==> config.mk <==
export PLATFORM = sky130hd
export DESIGN_NAME = alu_multicycle
export DESIGN_NICKNAME = d
export VERILOG_FILES = /design/src/rtl/alu_pkg.sv /design/src/rtl/alu_slice.sv /design/src/rtl/alu_multicycle.sv
export SDC_FILE = /design/constraint.sdc
export NUM_CORES = 1
export LEC_CHECK = 0
export ABC_AREA = 1
export CORE_MARGIN = 10
export CORE_UTILIZATION = 55
export DETAILED_ROUTE_END_ITERATION = 6
export PLACE_DENSITY = 0.82
export SYNTH_ARGS = -nofsm -noshare
export SYNTH_HDL_FRONTEND = slang
export SYNTH_HIERARCHICAL = 1
export SYNTH_SLANG_ARGS = --single-unit
==> constraint.sdc <==
create_clock -name clk -period 8 [get_ports clk]
set_input_delay 1.6 -clock clk [delete_from_list [all_inputs] [get_ports clk]]
set_output_delay 1.6 -clock clk [all_outputs]
set_load 0.05 [all_outputs]
==> src/rtl/alu_pkg.sv <==
// Shared encodings and elaboration helpers for the slice-serial ALU.
package alu_pkg;

    localparam logic [1:0] OP_ADD  = 2'b00;
    localparam logic [1:0] OP_NAND = 2'b01;
    localparam logic [1:0] OP_SUB  = 2'b10;
    localparam logic [1:0] OP_RSVD = 2'b11;

    localparam logic [1:0] COND_ALWAYS = 2'b00;
    localparam logic [1:0] COND_ZERO   = 2'b01;
    localparam logic [1:0] COND_CARRY  = 2'b10;
    localparam logic [1:0] COND_RSVD   = 2'b11;

    typedef enum logic [1:0] {
        IDLE = 2'd0,
        BUSY = 2'd1,
        DONE = 2'd2
    } state_e;

    function automatic int unsigned num_slices(input int unsigned width, input int unsigned slice);
        return (slice == 0) ? 1 : width / slice;
    endfunction

    function automatic logic slice_fits(input int unsigned width, input int unsigned slice);
        return (slice != 0) && ((width % slice) == 0);
    endfunction

    // Reserved condition code behaves as "always".
    function automatic logic cond_met(input logic [1:0] cnd, input logic c_flag, input logic z_flag);
        case (cnd)
            COND_ZERO:  return z_flag;
            COND_CARRY: return c_flag;
            default:    return 1'b1;
        endcase
    endfunction

    function automatic logic is_arith(input logic [1:0] opc);
        return (opc == OP_ADD) || (opc == OP_SUB);
    endfunction

endpackage

==> src/rtl/alu_slice.sv <==
// Combinational SLICE-bit ALU step; reused every BUSY cycle by the top level.
module alu_slice
    import alu_pkg::*;
#(
    parameter int unsigned SLICE = 4
) (
    input  logic [SLICE-1:0] a,
    input  logic [SLICE-1:0] b,
    input  logic             cin,
    input  logic [1:0]       op,
    output logic [SLICE-1:0] res,
    output logic             cout,
    output logic             res_zero
);

    logic [SLICE-1:0] w_b;
    logic [SLICE:0]   w_sum;

    // SUB is a + ~b with the chain carry seeded to 1 by the caller.
    always_comb begin
        w_b   = (op == OP_SUB) ? ~b : b;
        w_sum = {1'b0, a} + {1'b0, w_b} + {{SLICE{1'b0}}, cin};
        if (is_arith(op)) begin
            res  = w_sum[SLICE-1:0];
            cout = w_sum[SLICE];
        end else begin
            res  = ~(a & b);
            cout = cin;
        end
        res_zero = (res == '0);
    end

endmodule

==> src/rtl/alu_multicycle.sv <==
// Slice-serial ADD/NAND/SUB execute unit with architectural carry/zero flags
// and conditional execution checked at acceptance.
module alu_multicycle
    import alu_pkg::*;
#(
    parameter int unsigned WIDTH = 16,
    parameter int unsigned SLICE = 4
) (
    input  logic             clk,
    input  logic             reset,
    input  logic             start,
    input  logic [1:0]       op,
    input  logic [1:0]       cond,
    input  logic [WIDTH-1:0] in1,
    input  logic [WIDTH-1:0] in2,
    output logic             ready,
    output logic             done,
    output logic             wr_en,
    output logic [WIDTH-1:0] out,
    output logic             carry,
    output logic             zero,
    output logic             eq,
    output logic             neg
);

    localparam int unsigned NS    = num_slices(WIDTH, SLICE);
    localparam int unsigned CNT_W = (NS > 1) ? $clog2(NS) : 1;
    localparam int unsigned IDX_W = (WIDTH > 1) ? $clog2(WIDTH) : 1;

    generate
        if (!slice_fits(WIDTH, SLICE)) begin : g_bad_slice
            $error("alu_multicycle: WIDTH must be a non-zero multiple of SLICE");
        end
    endgenerate

    state_e             r_state;
    state_e             w_state_nxt;
    logic               w_accept;
    logic               w_last;

    logic [CNT_W-1:0]   r_cnt;
    logic [WIDTH-1:0]   r_a;
    logic [WIDTH-1:0]   r_b;
    logic [1:0]         r_op;
    logic               r_cin;
    logic               r_zacc;
    logic [WIDTH-1:0]   r_res;

    logic [WIDTH-1:0]   r_out;
    logic               r_carry;
    logic               r_zero;
    logic               r_eq;
    logic               r_wr_en;

    logic [IDX_W-1:0]   w_base;
    logic [SLICE-1:0]   w_a;
    logic [SLICE-1:0]   w_b;
    logic [SLICE-1:0]   w_slice_res;
    logic               w_cout;
    logic               w_slice_zero;
    logic [WIDTH-1:0]   w_res_nxt;

    always_ff @(posedge clk) begin
        if (reset) begin
            r_state <= IDLE;
        end else begin
            r_state <= w_state_nxt;
        end
    end

    // Condition is judged against the flag registers as they stand at acceptance.
    always_comb begin
        w_state_nxt = r_state;
        w_accept    = 1'b0;
        w_last      = 1'b0;
        case (r_state)
            IDLE: begin
                if (start) begin
                    w_accept = 1'b1;
                    if (cond_met(cond, r_carry, r_zero)) begin
                        w_state_nxt = BUSY;
                    end else begin
                        w_state_nxt = DONE;
                    end
                end
            end
            BUSY: begin
                if (r_cnt == CNT_W'(NS - 1)) begin
                    w_last      = 1'b1;
                    w_state_nxt = DONE;
                end
            end
            DONE: w_state_nxt = IDLE;
            default: w_state_nxt = IDLE;
        endcase
    end

    always_comb begin
        w_base    = IDX_W'(32'(r_cnt) * SLICE);
        w_a       = r_a[w_base +: SLICE];
        w_b       = r_b[w_base +: SLICE];
        w_res_nxt = r_res;
        w_res_nxt[w_base +: SLICE] = w_slice_res;
    end

    alu_slice #(
        .SLICE (SLICE)
    ) u_slice (
        .a        (w_a),
        .b        (w_b),
        .cin      (r_cin),
        .op       (r_op),
        .res      (w_slice_res),
        .cout     (w_cout),
        .res_zero (w_slice_zero)
    );

    // Operand capture and per-slice chain state.
    always_ff @(posedge clk) begin
        if (reset) begin
            r_cnt  <= '0;
            r_a    <= '0;
            r_b    <= '0;
            r_op   <= OP_ADD;
            r_cin  <= 1'b0;
            r_zacc <= 1'b0;
            r_res  <= '0;
        end else if (w_accept) begin
            r_a    <= in1;
            r_b    <= in2;
            r_op   <= op;
            r_cin  <= (op == OP_SUB);
            r_zacc <= 1'b1;
            r_cnt  <= '0;
        end else if (r_state == BUSY) begin
            r_res  <= w_res_nxt;
            r_cin  <= w_cout;
            r_zacc <= r_zacc & w_slice_zero;
            r_cnt  <= w_last ? '0 : r_cnt + CNT_W'(1);
        end
    end

    // Architectural state commits only on the last slice of an executed op.
    always_ff @(posedge clk) begin
        if (reset) begin
            r_out   <= '0;
            r_carry <= 1'b0;
            r_zero  <= 1'b0;
            r_eq    <= 1'b0;
            r_wr_en <= 1'b0;
        end else begin
            r_wr_en <= w_last;
            if (w_accept) begin
                r_eq <= (in1 == in2);
            end
            if (w_last) begin
                r_out  <= w_res_nxt;
                r_zero <= r_zacc & w_slice_zero;
                if (is_arith(r_op)) begin
                    r_carry <= w_cout;
                end
            end
        end
    end

    assign ready = (r_state == IDLE);
    assign done  = (r_state == DONE);
    assign wr_en = r_wr_en;
    assign out   = r_out;
    assign carry = r_carry;
    assign zero  = r_zero;
    assign eq    = r_eq;
    assign neg   = r_out[WIDTH-1];

endmodule

* Word-level counts from Yosys, hierarchy flattened
Index checks and enable logic that the tools add are counted.
Word-level totals: word-level logic and storage cells 65, output and inout bits 23, flip-flop bits (word level) 76
Operators by class: add/subtract/negate cells 4, bitwise operators 5, multiplexer cells 20, shift operators 4, reduce and logical (&&, ||, !) cells 9, equality and inequality tests 10
Operator list (number):
- 16-bit by 5-bit indexed part select with 4-bit output | 2
- 16-bit bitwise mux | 1
- 16-bit == test | 1
- 4-bit by 6-bit variable shift with 16-bit output (first input constant) | 1
- 4-bit by 6-bit indexed part select with 16-bit output | 1
- 1-bit two-way mux | 11
- 2-bit == test (second input constant) | 5
- 2-bit two-way mux | 4
- 4-bit two-way mux | 2
- 4-bit NOT | 2
- 4-bit negator with 6-bit output | 1
- 2-bit AND reduction | 3
- 4-bit by 4-bit adder with 5-bit output | 1
- 5-bit by 1-bit adder with 5-bit output | 1
- 4-bit AND | 1
- 2-bit by 1-bit == test with 1-bit output (second input constant) | 2
- 2-bit zero test | 2
- 4-bit zero test | 1
- 2-bit inequality test (second input constant) | 2
- 2-bit one-hot mux with 2 select lines | 1
- 2-bit by 1-bit adder with 2-bit output (second input constant) | 1
- 1-bit one-hot mux with 2 select lines | 1
- 2-bit nonzero test | 1
- 2-bit OR reduction | 1
- 3 further kinds | 3

* Longest topological paths before layout
word-level depth 10, gate-level depth with buffers 17

* Modules after synthesis
Netlist, hierarchy kept.
By module, submodules not included:
- alu_multicycle | instances 1, area each 3611.0 um2, sequential area each 1521.5 um2, cells an instance 501
- alu_slice | instances 1, area each 289.0 um2, sequential area each 0.0 um2, cells an instance 45

* Worst setup path after synthesis
OpenSTA, ideal clock, no wires.
path kind register to register, from reg r_cnt[0], to reg r_res[14], period minus slack after synthesis 2.838 ns, cell stages (with the launch flop) 17, arrival 2.723 ns, path buffers 2, slack 5.162 ns, cells stage by stage dfxtp_1 -> inv_1 -> clkbuf_1 -> buf_2 -> nor2_1 -> o22ai_1 -> xnor2_1 -> fa_1 -> fa_1 -> xnor2_1 -> nand2_1 -> nand2_1 -> inv_1 -> nand3_1 -> o22ai_1 -> o21ai_0 -> inv_1
On the way: word-level cells in the longest chain between the ends 8, elaborated cells on any way between the ends 13
Ends and longest elaborated chain:
- start, declared | RTL line alu_multicycle.sv:41 | logic [CNT_W-1:0] r_cnt;
- start signal, assigned | RTL line alu_multicycle.sv:139 | r_cnt <= w_last ? '0 : r_cnt + CNT_W'(1);
- 16-bit by 5-bit indexed part select with 4-bit output * | RTL line alu_multicycle.sv:101 | w_b = r_b[w_base +: SLICE];
- named net w_b[0] | RTL line alu_multicycle.sv:57 | logic [SLICE-1:0] w_b;
- 4-bit NOT | RTL line alu_slice.sv:21 | w_b = (op == OP_SUB) ? ~b : b;
- 4-bit two-way mux * | RTL line alu_slice.sv:21
- 4-bit by 4-bit adder with 5-bit output * | RTL line alu_slice.sv:22 | w_sum = {1'b0, a} + {1'b0, w_b} + {{SLICE{1'b0}}, cin};
- 5-bit by 1-bit adder with 5-bit output * | RTL line alu_slice.sv:22
- 4-bit two-way mux * | RTL line alu_slice.sv:23 | if (is_arith(op)) begin
- named net w_slice_res[2] | RTL line alu_multicycle.sv:58 | logic [SLICE-1:0] w_slice_res;
- 4-bit by 6-bit indexed part select with 16-bit output * | RTL line alu_multicycle.sv:103 | w_res_nxt[w_base +: SLICE] = w_slice_res;
- 16-bit bitwise mux * | RTL line alu_multicycle.sv:103
- end signal, assigned | RTL line alu_multicycle.sv:136 | r_res <= w_res_nxt;
- end, declared | RTL line alu_multicycle.sv:47 | logic [WIDTH-1:0] r_res;
Mark *: on every way through the listed nets, which the timed path passes. The rest lies on a longest branch. A chain may end at the register's enable or synchronous reset.

* Worst setup path after layout
from reg r_cnt[0], to reg r_res[6]
The elaborated chain is that of the path after synthesis.

==> flow_metrics.env <==
export IMPL_fin_area_um2=4710
export IMPL_std_cell_rows=30
export IMPL_power_switching_w=0.000297
export IMPL_clk_latency_ps=350
export IMPL_synth_area_um2=3900
export IMPL_finalNonFillerCells=694
export IMPL_io_pins=62
export IMPL_drive_above_1_share_pct=4.85
export IMPL_n_fill_cell=607
export IMPL_placed_area_um2=4480
export IMPL_cp_end_kind="flop"
export IMPL_vias=3702
export IMPL_rsz0062_at_grt="false"
export IMPL_io_buffer_count=61
export IMPL_synth_area_leaders="dfxtp_1 39%, o21ai_0 9.1%, inv_1 8.6%"
export IMPL_clock_fmax_mhz=251
export IMPL_finalCritPeriodShare_pct=49.8
export IMPL_critPathKind="flop to flop"
export IMPL_grt_pass1_vias=3532
export IMPL_core_area_um2=6830
export IMPL_setup_viol=0
export IMPL_worst_pin_slew_ps=842
export IMPL_syn_num_nets=599
export IMPL_period_needed_ps=3980
export IMPL_grt_pass1_wl_mm=16.5
export IMPL_fin_tns_setup_ps=0
export IMPL_hold_viol=0
export IMPL_ctsHoldBuffers=0
export IMPL_synth_edff_count=0
export IMPL_ant_nets=0
export IMPL_root_buffer="clkbuf_8"
export IMPL_fin_skew_ps=9.94
export IMPL_path_max_fanout=24
export IMPL_maxCapViolations=0
export IMPL_p_int_w=0.000675
export IMPL_crit_arrival_ps=4280
export IMPL_p_leak_nw=2.20
export IMPL_start_util_pct=57.1
export IMPL_final_common_cell="inv_1"
export IMPL_cts_buffers=9
export IMPL_dp_cells=678
export IMPL_synth_warnings=6
export IMPL_fp_dieH_um=104
export IMPL_hpwl_mm=7.08
export IMPL_clkPwrFrac_pct=33.7
export IMPL_grt_usage_pct=17.9
export IMPL_async_flop_share_pct=0
export IMPL_firstDrtPassIters=5
export IMPL_syn_avg_cell_area_um2=7.14
export IMPL_setup_worst_path_start_class="flop"
export IMPL_pwr_share_seq_pct=43.7
export IMPL_dieArea_um2=10900
export IMPL_cts_tree="yes"
export IMPL_fin_util_pct=68.9
export IMPL_cp_required_ps=8290
export IMPL_gp_congestion=0.918
export IMPL_avgRoutedWirePerCell_um=14.3
export IMPL_p_sw_share_pct=30.5
export IMPL_post_cts_setup_buffers=0
export IMPL_cts_buffer_depth=2
export IMPL_holdWs_ps=450
export IMPL_ir_drop_mv=0.137
export IMPL_totalWireLength_mm=9.91
export IMPL_synth_flop_cell="dfxtp_1"
export IMPL_fin_nets=646
export IMPL_synth_seq_area_share_pct=39.0
export IMPL_cts_sinks=76
export IMPL_path_clk_slew_ps=80
export IMPL_synth_area_leader_cell="dfxtp_1"
export IMPL_report_final_slew_viol_count=0
export IMPL_cts_resized=0
export IMPL_yosys_register_bits=76
export IMPL_routed_via_density=5.33
export IMPL_syn_inst=546
export IMPL_area_delta_synth_final_pct=20.7
export IMPL_drc=0
export IMPL_drt_iter0_drc=309
export IMPL_antenna_found_initial=0
export IMPL_antenna_cells=0
export IMPL_grt_max_degree=58
export IMPL_netlist_cell_type_count=31
export IMPL_dieWidth_um=104
export IMPL_grt_ovfl_total=0
export IMPL_maxSlewHeadroom_pct=43.8
export IMPL_status="finished, final reports clean"
export IMPL_synth_top_area_share_pct=39.0
export IMPL_final_cell_mix="89 x inv_1, 76 x dfxtp_1, 71 x o21ai_0"
export IMPL_power_density_nw_per_um2=206
export IMPL_cts_htree_levels=3
export IMPL_worst_hold_path_type="flop to flop"
export IMPL_comb_power_share_pct=22.7
## cells by family after synthesis
family / Yosys count / share of synthesized area (%)
AOI/OAI and AO/OA: 177 / 24.7
adders and majority gates: 14 / 4.88
DFF: 76 / 39.0
and+or+nand+nor: 151 / 16.5
xor gates and xnor gates: 9 / 2.02
buffers and inverters: 119 / 12.9
## worst max-delay path, stage by stage (launching register included)
cell	delay [ps]
dfxtp_1	870
inv_1	610
o21ai_0	320
o22ai_1	140
xnor2_1	160
fa_1	410
fa_1	440
xnor2_1	150
nand2_1	60
nand2_1	70
inv_1	130
nand3_1	140
o22ai_1	240
o21ai_0	120
inv_1	80
## final cells by class
type                            count  area (um^2)  area share (%)
Multi-Input combinational cell    351         1870            39.8
Clock buffer                       10          138            2.92
Inverter                           93          349            7.41
Tap cell                           96          120            2.55
Clock inverter                      6         87.6            1.86
Timing Repair Buffer               62          618            13.1
Sequential cell                    76         1520            32.3
## power groups by stage
stage | logic (W) | registers, W | clock network [W]
final | 0.000220 | 0.000424 | 0.000327
after floorplan | 0.000161 | 0.000427 | 0
after CTS | 0.000216 | 0.000424 | 0.000333
after global routing | 0.000247 | 0.000427 | 0.000349
after detailed placement | 0.000213 | 0.000433 | 0
after global placement | 0.000207 | 0.000432 | 0
## sequential cells by signal (all words and copies together) (netlist names)
signal   count
r_op         2
out         16
r_b         16
r_cin        1
r_cnt        2
wr_en        1
r_a         16
eq           1
r_res       16
r_zacc       1
r_state      2
carry        1
zero         1
## routing by layer
| layer | wire length [um] | global-route usage, % | vias up |
|---|---|---|---|
| met5 | 0 | 0 | - |
| met4 | 187 | 6.76 | 0 |
| met3 | 583 | 3.41 | 18 |
| met2 | 4870 | 29.6 | 130 |
| met1 | 4270 | 22.3 | 1689 |
| li1 | - | - | 1865 |
## Yosys cell counts, types with 2 or more instances
cell	instances
o21bai_1	16
clkbuf_1	12
o21ai_0	71
inv_2	3
inv_1	89
a21oi_1	47
o22ai_1	24
fa_1	2
xnor2_1	9
nand2_1	70
nor3_1	2
nand3_1	16
nand2_2	4
o21ai_1	16
nor2_1	51
dfxtp_1	76
ha_1	12
buf_6	6
buf_2	7
nand4_1	2
## worst paths after layout
path                          from               endpoint  slack, ps  cells past startpoint
max          r_cnt[0]$_SDFFE_PP0P_  r_res[6]$_SDFFE_PP0P_       4020                     14
min           r_op[1]$_SDFFE_PP0P_   r_op[1]$_SDFFE_PP0P_        450                      2
max reg2reg  r_cnt[0]$_SDFFE_PP0P_  r_res[6]$_SDFFE_PP0P_       4020                     14
min reg2reg   r_op[1]$_SDFFE_PP0P_   r_op[1]$_SDFFE_PP0P_        450                      2
## through the flow
| stage | total power, W | setup WS [ps] |
|---|---|---|
| after floorplan | 0.000588 | 5160 |
| after global placement | 0.000639 | 4140 |
| after detailed placement | 0.000646 | 4050 |
| after CTS | 0.000973 | 4060 |
| after global routing | 0.00102 | 3720 |
| final | 0.000972 | 4020 |
No activity file was read; power rests on OpenSTA's default activity.
